--- src/rtl/pwm_capture.sv ---
// PWM capture: measures high time and period of an async PWM input,
// summed over 2^AVG_LOG2 periods, with stuck-input detection.
module pwm_capture #(
    parameter int CNT_WIDTH   = 16,
    parameter int AVG_LOG2    = 5,
    parameter int TIMEOUT     = 'hFFFF,
    parameter int SYNC_STAGES = 2
) (
    input  logic                          clk,
    input  logic                          rst_n,
    input  logic                          en,
    input  logic                          pwm_in,
    output logic [CNT_WIDTH+AVG_LOG2-1:0] high_sum,
    output logic [CNT_WIDTH+AVG_LOG2-1:0] prd_sum,
    output logic                          valid,
    output logic                          stuck,
    output logic                          stuck_level
);

    localparam int SW = CNT_WIDTH + AVG_LOG2;
    localparam logic [CNT_WIDTH-1:0] TMO = CNT_WIDTH'(TIMEOUT);

    typedef enum logic [1:0] {
        IDLE,
        RUN,
        STUCK
    } state_t;

    state_t                 r_state;
    logic [SYNC_STAGES-1:0] r_sync;
    logic                   r_s_d;
    logic [CNT_WIDTH-1:0]   r_prd_cnt;
    logic [CNT_WIDTH-1:0]   r_high_cnt;
    logic [SW-1:0]          r_prd_acc;
    logic [SW-1:0]          r_high_acc;
    logic [AVG_LOG2-1:0]    r_per_cnt;

    logic                   w_s;
    logic                   w_rise;
    logic                   w_last;
    logic                   w_tmo;
    logic [SW-1:0]          w_prd_next;
    logic [SW-1:0]          w_high_next;

    assign w_s    = r_sync[SYNC_STAGES-1];
    assign w_rise = w_s & ~r_s_d;
    assign w_last = (r_per_cnt == '1);
    assign w_tmo  = (r_prd_cnt == TMO);

    assign w_prd_next  = r_prd_acc + {{AVG_LOG2{1'b0}}, r_prd_cnt};
    assign w_high_next = r_high_acc + {{AVG_LOG2{1'b0}}, r_high_cnt};

    // Synchronizer runs regardless of en so edge history stays valid
    always_ff @(posedge clk or negedge rst_n) begin
        if (!rst_n) begin
            r_sync <= '0;
            r_s_d  <= 1'b0;
        end else begin
            r_sync <= {r_sync[SYNC_STAGES-2:0], pwm_in};
            r_s_d  <= w_s;
        end
    end

    always_ff @(posedge clk or negedge rst_n) begin
        if (!rst_n) begin
            r_state     <= IDLE;
            r_prd_cnt   <= '0;
            r_high_cnt  <= '0;
            r_prd_acc   <= '0;
            r_high_acc  <= '0;
            r_per_cnt   <= '0;
            prd_sum     <= '0;
            high_sum    <= '0;
            valid       <= 1'b0;
            stuck       <= 1'b0;
            stuck_level <= 1'b0;
        end else begin
            valid <= 1'b0;
            if (!en) begin
                r_state    <= IDLE;
                r_prd_cnt  <= '0;
                r_high_cnt <= '0;
                r_prd_acc  <= '0;
                r_high_acc <= '0;
                r_per_cnt  <= '0;
                stuck      <= 1'b0;
            end else begin
                unique case (r_state)
                    IDLE: begin
                        if (w_rise) begin
                            r_state    <= RUN;
                            r_prd_cnt  <= CNT_WIDTH'(1);
                            r_high_cnt <= CNT_WIDTH'(1);
                        end
                    end
                    RUN: begin
                        if (w_rise) begin
                            r_prd_cnt  <= CNT_WIDTH'(1);
                            r_high_cnt <= CNT_WIDTH'(1);
                            r_per_cnt  <= r_per_cnt + AVG_LOG2'(1);
                            if (w_last) begin
                                prd_sum    <= w_prd_next;
                                high_sum   <= w_high_next;
                                valid      <= 1'b1;
                                r_prd_acc  <= '0;
                                r_high_acc <= '0;
                            end else begin
                                r_prd_acc  <= w_prd_next;
                                r_high_acc <= w_high_next;
                            end
                        end else if (w_tmo) begin
                            r_state     <= STUCK;
                            stuck       <= 1'b1;
                            stuck_level <= w_s;
                            r_prd_acc   <= '0;
                            r_high_acc  <= '0;
                            r_per_cnt   <= '0;
                        end else begin
                            r_prd_cnt  <= r_prd_cnt + CNT_WIDTH'(1);
                            r_high_cnt <= r_high_cnt
                                        + {{(CNT_WIDTH-1){1'b0}}, w_s};
                        end
                    end
                    STUCK: begin
                        if (w_rise) begin
                            r_state    <= RUN;
                            stuck      <= 1'b0;
                            r_prd_cnt  <= CNT_WIDTH'(1);
                            r_high_cnt <= CNT_WIDTH'(1);
                        end
                    end
                    default: r_state <= IDLE;
                endcase
            end
        end
    end

endmodule

--- config.mk ---
export PLATFORM = sky130hd
export DESIGN_NAME = pwm_capture
export DESIGN_NICKNAME = d
export VERILOG_FILES = /design/src/rtl/pwm_capture.sv
export SDC_FILE = /design/constraint.sdc
export NUM_CORES = 1
export LEC_CHECK = 0
export ABC_CLOCK_PERIOD_IN_PS = 4620
export CELL_PAD_IN_SITES_DETAIL_PLACEMENT = 0
export CELL_PAD_IN_SITES_GLOBAL_PLACEMENT = 1
export CORE_ASPECT_RATIO = 0.8
export CORE_MARGIN = 2
export CORE_UTILIZATION = 50
export CTS_CLUSTER_DIAMETER = 50
export CTS_CLUSTER_SIZE = 12
export DETAILED_ROUTE_END_ITERATION = 6
export PLACE_DENSITY = 0.86
export SLEW_MARGIN = 10
export SYNTH_ARGS = -nofsm -noshare
export SYNTH_HDL_FRONTEND = slang
export SYNTH_SLANG_ARGS = --single-unit
--- constraint.sdc ---
create_clock -name clk -period 4.62 [get_ports clk]
set_input_delay 0.924 -clock clk [delete_from_list [all_inputs] [get_ports clk]]
set_output_delay 0.924 -clock clk [all_outputs]
set_load 0.02 [all_outputs]
* Word level (Yosys, flattened, before mapping)
Cells that the tools add are included.
Cells by class: $add $sub $neg 5, magnitude comparators 0, divide/modulo/power cells 0, equality and inequality tests 13, bitwise operators 3, reductions and logical operators 8, $mul 0, shifts and indexed selects 0, muxes and demuxes 36
Operator list (number):
- $mux W21 | 9
- $mux W16 | 7
- $pmux W16 S2 | 2
- $add A21 B16 Y21 | 2
- $mux W5 | 4
- $add A16 B1 Y16 | 1
- $add A16 B1 Y16 const B | 1
- $eq A16 B16 Y1 const B | 1
- $reduce_and A4 Y1 | 3
- $ne A3 B3 Y1 const B | 3
- $mux W1 | 8
- $mux W2 | 4
- $ne A3 B1 Y1 const B | 2
- $ne A3 B2 Y1 const B | 2
- $reduce_and A3 Y1 | 2
- $add A5 B1 Y5 const B | 1
- $eq A5 B5 Y1 const B | 1
- $ne A4 B4 Y1 const B | 1
- $pmux W2 S2 | 1
- $eq A2 B1 Y1 const B | 1
- $eq A2 B2 Y1 const B | 1
- $logic_not A2 Y1 | 1
- $ne A2 B1 Y1 const B | 1
- $not A1 Y1 | 2
- other kinds (4) | 4
Word-level totals: bits in writable memories 0, memories kept 0, latch bits 0, word-level logic and storage cells 78, input bits 4, bits in read-only memories 0, output and inout port bits 45, register bits after elaboration 129

* Depth between registers and ports, before layout
Gate-level depths: netlist (run 1).
word-level depth 5, mapped depth 10, depth with buffers taken out 10

* Worst setup path before layout (run 1)
Ideal clock, no wire load.
path type register -> register, start register r_prd_cnt[0], end register r_prd_acc[18], cell stages (with the launch flop) 10, arrival time 2.396 ns, slack 2.142 ns, period minus slack after synthesis 2.478 ns, buffers on the path 0, data required time 4.538 ns, cell sequence dfrtp_1 > ha_1 > fa_1 > a211oi_1 > o21ai_0 > a21oi_1 > nor2_1 > o31a_1 > nand2b_1 > a31oi_1
Between the ends: word-level cells in the longest chain between the ends 5, elaborated cells between the ends (all ways) 8
RTL lines:
- start: declaration | line 32 | logic [CNT_WIDTH-1:0] r_prd_cnt;
- start signal: assignment | line 119 | r_prd_cnt <= r_prd_cnt + CNT_WIDTH'(1);
- $add A21 B16 Y21 | line 50 | assign w_prd_next = r_prd_acc + {{AVG_LOG2{1'b0}}, r_prd_cnt};
- $mux W21 | line 101 | if (w_last) begin
- $mux W21 | line 97 | if (w_rise) begin
- $mux W21 | line 88 | unique case (r_state)
- $mux W21 | line 79 | if (!en) begin
- end signal: assignment | line 108 | r_prd_acc <= w_prd_next;
- end: declaration | line 34 | logic [SW-1:0] r_prd_acc;
Parallel ways exist; a longest one is shown, timed or not. The select of a mux whose other input is x is not followed. A chain may end at the register's enable or synchronous reset.

* Worst setup path in the final report (run 1)
start register r_prd_cnt[1], end register r_high_acc[19]
Between the ends: word-level cells in the longest chain between the ends 3
RTL lines:
- $eq A16 B16 Y1 | line 48 | assign w_tmo = (r_prd_cnt == TMO);
- $ne A3 B1 Y1 (no line)
- $reduce_and A2 Y1 (no line)
- end signal: assignment | line 109 | r_high_acc <= w_high_next;
- end: declaration | line 35 | logic [SW-1:0] r_high_acc;
No other way between the ends.

==> results.sh, run 1 <==
export IMPL_outcome="finished clean"
export IMPL_rsz0062_at_grt="false"
export IMPL_ys_flop_type="dfrtp_1"
export IMPL_grt_pass1_vias=5811
export IMPL_yosysUniqueCellTypes=61
export IMPL_core_sq_um=14200
export IMPL_routed_wl_mm=17.5
export IMPL_antennaDiodeCount=0
export IMPL_initialDrtViolationCount=439
export IMPL_num_vias=5826
export IMPL_critical_path_class="reg -> reg"
export IMPL_drive_above_1_share_pct=8.98
export IMPL_port_buffers=48
export IMPL_ir_worst_vdd_mv=0.222
export IMPL_ys_warn_count=0
export IMPL_postCtsResizedCells=0
export IMPL_drc_errors=0
export IMPL_finalClockSkew_ns=0.00962
export IMPL_period_share_pct=63.8
export IMPL_fmax_mhz=339
export IMPL_startpoint_type="flop"
export IMPL_grt_max_degree=69
export IMPL_grt_pass1_wl_mm=29.3
export IMPL_cts_buffers=17
export IMPL_worstSkewPairLatency_ns=0.42
export IMPL_crit_fanout=26
export IMPL_tightest_slew_ns=0.852
export IMPL_drv_cap=0
export IMPL_gp_congestion=0.847
export IMPL_utilization_pct=59.2
export IMPL_fin_nets=832
export IMPL_cts_root_buf="clkbuf_16"
export IMPL_cellPowerDensity_nw_per_um2=312
export IMPL_required_ns=4.93
export IMPL_syn_area_per_cell_sq_um=9.53
export IMPL_holdBufCountCts=0
export IMPL_synth_async_sr_flop_share_pct=100
export IMPL_overflow=0
export IMPL_die_w_um=138
export IMPL_slew_viol_final=0
export IMPL_leakage_nw=3.87
export IMPL_fp_row_count=39
export IMPL_crit_arrival_ns=3.26
export IMPL_initial_core_util_pct=50.6
export IMPL_setup_tns_ns=0
export IMPL_fin_crit_ns=2.95
export IMPL_cts_setup_buffers=0
export IMPL_wire_per_inst_um=17.7
export IMPL_synth_seq_cells=129
export IMPL_hpwlAfterDp_mm=11.7
export IMPL_hold_class="reg -> reg"
export IMPL_setup_viol=0
export IMPL_clock_sinks=129
export IMPL_track_usage_pct=24.7
export IMPL_cts_path_max_buffers=2
export IMPL_htreeDepth=4
export IMPL_cts_tree="built"
export IMPL_ant_nets=0
export IMPL_first_pass_iters=5
export IMPL_dieArea_sq_um=15300
export IMPL_syn_nets=795
export IMPL_antenna_found_initial=0
export IMPL_synthCells=752
export IMPL_syn2layout_area_growth_pct=17.0
export IMPL_die_y_um=111
export IMPL_clkTransAtPathRegs_ns=0.06
export IMPL_synth_edff_count=0
export IMPL_final_hold_violation_count=0
export IMPL_viasPerCell=5.91
export IMPL_relSlewSlack_pct=43.2
export IMPL_netlist_area_sq_um=7160
export IMPL_io_pins=49
export IMPL_seq_area_frac_synth_pct=45.1
export IMPL_endpoint_kind="flop"
==> area by class of cell <==
type,instances,area [sq um]
clock buffers,22,474
clock inverters,10,133
fillers,1223,5770
inverters,14,52.6
multi-input cells,575,3740
flip-flops and latches,129,3230
well taps,184,230
repair buffers,52,520
==> registers in the layout, summed over array words and instances (netlist names), 2 cells and up <==
| name | flops |
|---|---|
| high_sum | 21 |
| r_prd_cnt | 16 |
| r_high_acc | 21 |
| r_state | 2 |
| prd_sum | 21 |
| r_per_cnt | 5 |
| r_sync | 2 |
| r_prd_acc | 21 |
| r_high_cnt | 16 |
==> power by group <==
part	leakage, nW	switching [mW]	internal, mW
Combinational	1.79	0.0639	0.0173
Sequential	1.79	0.00782	1.14
Clock	0.292	0.503	0.887
Total	3.87	0.575	2.04
==> critical path, stage by stage, from the launching register on <==
cell and delay (ns):
dfrtp_1 0.52, ha_1 0.30, and4_1 0.33, nand4_1 0.24, nand2_1 0.18, nand2_1 0.12, and2_1 0.42, buf_4 0.35
a21o_1 0.19, a21o_1 0.18
==> Yosys cell counts (2+ instances only) <==
cell	instances	area (sq um)
dfrtp_1	129	3230
nand2b_1	9	56.3
clkbuf_1	25	93.8
or2_2	2	12.5
and2_1	9	56.3
and3_1	16	100
o31a_1	2	17.5
o22a_1	2	17.5
fa_1	2	40.0
a31oi_1	22	138
buf_2	7	35.0
a21o_1	11	82.6
and4_1	5	43.8
mux2_2	25	282
o21bai_1	5	37.5
ha_1	37	463
mux2i_1	2	20.0
nand2_1	79	297
a22oi_1	2	15.0
a211oi_1	6	45.0
inv_1	13	48.8
a21boi_0	3	22.5
nor2b_1	5	31.3
xnor2_1	25	219
a21oi_1	47	235
o21a_1	4	30.0
o21ai_0	82	410
nor2_1	61	229
nand3_1	24	120
o21ai_1	2	10.0
a22o_1	26	228
nor3_1	5	25.0
xor2_1	11	96.3
nor3b_1	2	15.0
nand4_1	17	106
nor4_1	3	18.8
==> per-stage QoR <==
| step | cells | hold slack, ns | total power [mW] | setup WS [ns] | area [sq um] |
|---|---|---|---|---|---|
| 4_1_cts | 986 | 0.356 | 2.64 | 1.68 | 8380 |
| 3_3_place_gp | 954 | 0.333 | 1.24 | 1.50 | 7780 |
| 5_1_grt | 986 | 0.369 | 2.70 | 1.46 | 8380 |
| 3_5_place_dp | 954 | 0.343 | 1.25 | 1.44 | 7780 |
| 2_1_floorplan | 752 | 0.331 | 1.20 | 2.14 | 7160 |
| 6_report | 986 | 0.354 | 2.61 | 1.67 | 8380 |
==> kinds of logic (layout without fill, tap and decap cells) <==
kind of cell / count (synthesis) / count (layout) / share of synthesized area, %
buffers and inverters: 48 / 98 / 2.71
flip-flops: 129 / 129 / 45.1
multiplexers: 27 / 27 / 4.21
AO/OA/AOI/OAI: 229 / 229 / 20.0
XOR/XNOR: 36 / 36 / 4.40
adder cells (fa/ha/maj): 39 / 39 / 7.02
AND/OR/NAND/NOR: 244 / 244 / 16.6
==> worst paths after layout <==
check	cells past startpoint	from	end	slack [ns]
max	9	r_prd_cnt[1]$_DFFE_PN0P_	r_high_acc[19]$_DFFE_PN0P_	1.67
min	0	r_sync[0]$_DFF_PN0_	r_sync[1]$_DFF_PN0_	0.35
max reg2reg	9	r_prd_cnt[1]$_DFFE_PN0P_	r_high_acc[19]$_DFFE_PN0P_	1.67
min reg2reg	0	r_sync[0]$_DFF_PN0_	r_sync[1]$_DFF_PN0_	0.35
max in group asynchronous	2	rst_n	r_prd_acc[18]$_DFFE_PN0P_	3.17
min in group asynchronous	1	rst_n	r_prd_cnt[0]$_DFFE_PN0P_	0.59
==> layout by cell type (no fill, tap or decap), drive strengths merged, types with 6 or more instances in the layout <==
cell type / Yosys / routed
dfrtp: 129 / 129
o21ai: 85 / 85
nand2: 79 / 79
nor2: 61 / 61
a21oi: 47 / 47
clkdlybuf4s50: 0 / 47
ha: 37 / 37
a22o: 26 / 26
xnor2: 25 / 25
mux2: 25 / 25
nand3: 24 / 24
a31oi: 23 / 23
clkbuf: 26 / 22
nand4: 17 / 17
and3: 16 / 16
inv: 14 / 14
a21o: 11 / 11
xor2: 11 / 11
nand2b: 9 / 9
and2: 9 / 9
a211oi: 7 / 7
nor2b: 6 / 6
==> per-layer routing <==
layer | track usage (%) | part of all wire [%]
met1 | 34.6 | 48
met2 | 37.9 | 46
met3 | 5.67 | 4.5
met4 | 8.03 | 1.4
met5 | 0 | 0
Note: power is estimated with default switching activity, not from simulation.
==> run 2: changes to the inputs <==
--- a/config.mk
+++ b/config.mk
@@ -5,16 +5,16 @@
 export SDC_FILE = /design/constraint.sdc
 export NUM_CORES = 1
 export LEC_CHECK = 0
-export ABC_CLOCK_PERIOD_IN_PS = 4620
+export ABC_CLOCK_PERIOD_IN_PS = 3100
 export CELL_PAD_IN_SITES_DETAIL_PLACEMENT = 0
 export CELL_PAD_IN_SITES_GLOBAL_PLACEMENT = 1
 export CORE_ASPECT_RATIO = 0.8
 export CORE_MARGIN = 2
-export CORE_UTILIZATION = 50
+export CORE_UTILIZATION = 46
 export CTS_CLUSTER_DIAMETER = 50
 export CTS_CLUSTER_SIZE = 12
 export DETAILED_ROUTE_END_ITERATION = 6
-export PLACE_DENSITY = 0.86
+export PLACE_DENSITY = 0.8
 export SLEW_MARGIN = 10
 export SYNTH_ARGS = -nofsm -noshare
 export SYNTH_HDL_FRONTEND = slang
==> constraint.sdc (replaced) <==
create_clock -name clk -period 3.1 [get_ports clk]
set_input_delay 0.62 -clock clk [delete_from_list [all_inputs] [get_ports clk]]
set_output_delay 0.62 -clock clk [all_outputs]
set_load 0.02 [all_outputs]
==> run 2 against run 1 <==
  * Global-route usage is 1.7 points lower
  * Combinational power is 64% higher
  * Fmax is 2.7% higher
  * Utilization is 3.3 points lower
  * Critical endpoint is now prd_sum[20]$_DFFE_PN0P_
==> results.sh, run 2 (synthesized netlist as in run 1, its figures left out) <==
export IMPL_outcome="finished clean"
export IMPL_wire_per_inst_um=17.6
export IMPL_tightest_slew_ns=0.702
export IMPL_place_worst_setup_slack_ns=0.296
export IMPL_port_buffers=48
export IMPL_overflow=0
export IMPL_postCtsResizedCells=0
export IMPL_drc_errors=0
export IMPL_clkTransAtPathRegs_ns=0.06
export IMPL_finalClockSkew_ns=0.0107
export IMPL_worstSkewPairLatency_ns=0.43
export IMPL_hold_class="in -> async"
export IMPL_busiest_layer="met2"
export IMPL_period_share_pct=92.6
export IMPL_required_ns=3.39
export IMPL_utilization_pct=56.0
export IMPL_antennaDiodeCount=0
export IMPL_ant_nets=0
export IMPL_setup_viol=0
export IMPL_leakage_nw=3.90
export IMPL_placed_cell_area_sq_um=7880
export IMPL_slew_viol_final=0
export IMPL_crit_arrival_ns=3.15
export IMPL_viasPerCell=5.74
export IMPL_reg2reg_from="r_prd_cnt[0]$_DFFE_PN0P_"
export IMPL_finalPower_mw=3.83
export IMPL_cts_setup_buffers=0
export IMPL_fin_nets=841
export IMPL_htreeDepth=4
export IMPL_final_hold_violation_count=0
export IMPL_grt_max_degree=56
export IMPL_rsz0062_at_grt="false"
export IMPL_cts_path_max_buffers=2
export IMPL_fin_ws_ns=0.230
export IMPL_initial_core_util_pct=47.4
export IMPL_dieArea_sq_um=16600
export IMPL_worstSetupStartpoint="r_prd_cnt[0]$_DFFE_PN0P_"
export IMPL_initialDrtViolationCount=498
export IMPL_final_cell_mix="129 x dfrtp_1, 82 x o21ai_0, 79 x nand2_1"
export IMPL_met2_usage_pct=36.4
export IMPL_crit_fanout=9
export IMPL_fp_row_count=40
export IMPL_io_pins=49
export IMPL_drv_cap=0
export IMPL_drive_above_1_share_pct=10.1
export IMPL_critical_path_class="reg -> reg"
export IMPL_track_usage_pct=23.0
export IMPL_grt_met1_usage_pct=32.0
export IMPL_die_y_um=116
export IMPL_rrSetupSlack_ns=0.23
export IMPL_grt_pass1_vias=5698
export IMPL_num_vias=5859
export IMPL_relSlewSlack_pct=53.1
export IMPL_grt_pass1_wl_mm=29.5
export IMPL_cts_root_buf="clkbuf_16"
export IMPL_die_w_um=144
export IMPL_cts_buffers=17
export IMPL_final_area_sq_um=8460
export IMPL_first_pass_iters=5
export IMPL_core_sq_um=15100
export IMPL_syn2layout_area_growth_pct=18.1
export IMPL_clock_sinks=129
export IMPL_endpoint_kind="flop"
export IMPL_fmax_mhz=348
export IMPL_gp_congestion=0.891
export IMPL_fin_crit_ns=2.87
export IMPL_antenna_found_initial=0
export IMPL_setup_tns_ns=0
export IMPL_ir_worst_vdd_mv=0.358
export IMPL_cts_tree="built"
export IMPL_hpwlAfterDp_mm=12.2
export IMPL_holdBufCountCts=0
export IMPL_met3_usage_pct=5.08
export IMPL_routed_wl_mm=18.0
export IMPL_cellPowerDensity_nw_per_um2=453
export IMPL_final_common_cell="dfrtp_1"
export IMPL_startpoint_type="flop"
## run 2: changes by cell type in the layout (fill, tap and decap cells not counted), sizes merged
| cell | before | now |
|---|---|---|
| buf | 5 | 14 |
| bufinv | 3 | 2 |
| clkbuf | 22 | 19 |
| clkinv | 4 | 7 |
| inv | 14 | 15 |
## run 2: final timing paths
path                                       endpoint  cells past startpoint
min                        r_prd_acc[0]$_DFFE_PN0P_                      1
min in group clk                r_sync[1]$_DFF_PN0_                      0
max in group asynchronous   prd_sum[12]$_DFFE_PN0P_                      2
min reg2reg                     r_sync[1]$_DFF_PN0_                      0
max reg2reg                 prd_sum[20]$_DFFE_PN0P_                      9
max                         prd_sum[20]$_DFFE_PN0P_                      9
## run 2: critical path, stage by stage, from the launching register on
cell	delay (ns)
dfrtp_1	0.48
ha_1	0.27
fa_1	0.43
a211oi_1	0.37
nor2_1	0.13
a41oi_1	0.36
a32oi_1	0.27
nand3_1	0.20
xor2_1	0.14
o21ai_0	0.08
## run 2: per-layer routing
metal  vias up  share of wire [%]
met4         0               0.78
li1       2824                  -
met5         -                  0
met1      2853                 49
met3        15                4.4
met2       167                 46
## run 2: final cells by class
class	count	area, sq um
repair buffers	61	592
well taps	210	263
inverters	14	52.6
clock buffers	19	443
fillers	1361	6650
flip-flops and latches	129	3230
clock inverters	13	138
multi-input cells	575	3740
## run 2: where the power goes
part | switching, mW | total, mW | internal, mW
registers | 0.0116 | 1.70 | 1.69
clock network | 0.792 | 2.00 | 1.20
logic | 0.101 | 0.133 | 0.0325
total | 0.905 | 3.83 | 2.93
## run 2: through the flow
stage / hold slack (ns) / instances
5_1_grt: 0.196 / 1021
3_3_place_gp: 0.333 / 989
3_5_place_dp: 0.347 / 989
6_report: 0.162 / 1021
4_1_cts: 0.178 / 1021
2_1_floorplan: 0.324 / 752
==> run 3: changes to the inputs <==
--- a/config.mk
+++ b/config.mk
@@ -14,6 +14,7 @@
 export CTS_CLUSTER_DIAMETER = 50
 export CTS_CLUSTER_SIZE = 12
 export DETAILED_ROUTE_END_ITERATION = 6
+export GPL_ROUTABILITY_DRIVEN = 0
 export PLACE_DENSITY = 0.8
 export SLEW_MARGIN = 10
 export SYNTH_ARGS = -nofsm -noshare
==> run 3 against run 2 <==
  * Routed wire length is 0.90% lower
  * Combinational power hardly changed
  * Sequential power hardly changed
  * Via count is 1.3% higher
  * Utilization is 0.47 points higher
  * Sequential share of layout area is 0.32 points lower
  * Largest cell class unchanged
==> results.sh, run 3 (synthesized netlist as in run 1, its figures left out) <==
export IMPL_outcome="finished clean"
export IMPL_holdBufCountCts=0
export IMPL_startpoint_type="flop"
export IMPL_crit_fanout=9
export IMPL_drc_errors=0
export IMPL_final_hold_violation_count=0
export IMPL_slew_viol_final=0
export IMPL_fin_nets=839
export IMPL_antenna_found_initial=0
export IMPL_crit_arrival_ns=3.07
export IMPL_num_vias=5934
export IMPL_die_y_um=116
export IMPL_syn2layout_area_growth_pct=19.1
export IMPL_initialDrtViolationCount=480
export IMPL_fp_row_count=40
export IMPL_track_usage_pct=22.8
export IMPL_grt_max_degree=56
export IMPL_finalPower_mw=4.02
export IMPL_antennaDiodeCount=0
export IMPL_required_ns=3.38
export IMPL_max_stage_delay_ns=0.47
export IMPL_hold_class="in -> async"
export IMPL_leakage_nw=3.94
export IMPL_cts_buffers=17
export IMPL_setup_viol=0
export IMPL_core_sq_um=15100
export IMPL_clkTransAtPathRegs_ns=0.06
export IMPL_grt_pass1_vias=5737
export IMPL_initial_core_util_pct=47.4
export IMPL_clock_sinks=129
export IMPL_worstSkewPairLatency_ns=0.42
export IMPL_period_share_pct=90.2
export IMPL_utilization_pct=56.4
export IMPL_drv_cap=0
export IMPL_drive_above_1_share_pct=10.0
export IMPL_hpwlAfterDp_mm=11.8
export IMPL_viasPerCell=5.82
export IMPL_relSlewSlack_pct=53.4
export IMPL_cts_tree="built"
export IMPL_final_common_cell="dfrtp_1"
export IMPL_die_w_um=144
export IMPL_finalClockSkew_ns=0.00628
export IMPL_htreeDepth=4
export IMPL_endpoint_kind="flop"
export IMPL_cts_path_max_buffers=2
export IMPL_cts_root_buf="clkbuf_16"
export IMPL_cp_cell_sequence="ha_1 -> fa_1 -> a211oi_2 -> nor2_1 -> a41oi_1 -> a32oi_1 -> nand3_1 -> xor2_1 -> o21ai_0"
export IMPL_cp_slowest_cell="dfrtp_1"
export IMPL_io_pins=49
export IMPL_fin_crit_ns=2.80
export IMPL_wire_per_inst_um=17.5
export IMPL_routed_wl_mm=17.9
export IMPL_cellPowerDensity_nw_per_um2=471
export IMPL_final_cell_mix="129 x dfrtp_1, 82 x o21ai_0, 79 x nand2_1"
export IMPL_first_pass_iters=5
export IMPL_overflow=0
export IMPL_grt_pass1_wl_mm=29.5
export IMPL_ir_worst_vdd_mv=0.383
export IMPL_dieArea_sq_um=16600
export IMPL_setup_tns_ns=0
export IMPL_tightest_slew_ns=0.697
export IMPL_ant_nets=0
export IMPL_rsz0062_at_grt="false"
export IMPL_critical_path_class="reg -> reg"
export IMPL_fmax_mhz=357
export IMPL_port_buffers=48
-- run 3: power by group --
group	total, mW	leakage, nW	internal [mW]	switching (mW)
logic	0.130	1.83	0.0317	0.0987
clock network	2.19	0.319	1.45	0.737
registers	1.70	1.79	1.69	0.0113
total	4.02	3.94	3.17	0.846
-- run 3: final timing paths --
path,startpoint,endpoint,slack [ns],cells past startpoint
setup / recovery,r_prd_cnt[0]$_DFFE_PN0P_,prd_sum[20]$_DFFE_PN0P_,0.30,9
min in group clk,r_sync[0]$_DFF_PN0_,r_sync[1]$_DFF_PN0_,0.35,0
hold / removal,rst_n,stuck$_DFFE_PN0P_,0.17,1
hold reg to reg,r_sync[0]$_DFF_PN0_,r_sync[1]$_DFF_PN0_,0.35,0
setup reg to reg,r_prd_cnt[0]$_DFFE_PN0P_,prd_sum[20]$_DFFE_PN0P_,0.30,9
max in group asynchronous,rst_n,r_high_cnt[14]$_DFFE_PN0P_,2.22,2
-- run 3: metal layers --
metal | GRT usage, % | up-vias | share of wire (%)
met5 | 0 | - | 0
met4 | 6.21 | 0 | 1.1
met3 | 5.58 | 16 | 4.7
met2 | 36.5 | 151 | 47
met1 | 31.3 | 2945 | 47
li1 | - | 2822 | -
-- run 3: layout make-up --
class	instances	area [sq um]
Fill cell	1355	6580
Multi-Input combinational cell	575	3750
Sequential cell	129	3230
Timing Repair Buffer	59	589
Clock buffer	23	498
Tap cell	210	263
Clock inverter	9	151
Inverter	14	52.6
-- run 3: worst max-delay path: cells and delay by family (launching register included) --
family | cells | cell delay, ns
AO/OA/AOI/OAI | 4 | 1.01
adder cells (fa/ha/maj) | 2 | 0.70
flip-flops | 1 | 0.47
AND/OR/NAND/NOR | 2 | 0.32
XOR/XNOR | 1 | 0.14
-- run 3: through the flow --
stage               area, sq um  hold slack [ns]  setup slack (ns)  cells
floorplan                  7160            0.324             0.622    752
global placement           7880            0.334             0.304    987
detailed placement         7880            0.343             0.288    987
CTS                        8530            0.202             0.230   1019
global route               8530            0.196            0.0879   1019
finish                     8530            0.165             0.302   1019
-- run 3: what timing repair did --
item	4_1_cts	5_1_grt
setup buffers	0	0
resized for setup	0	1
setup endpoints to repair	0	2
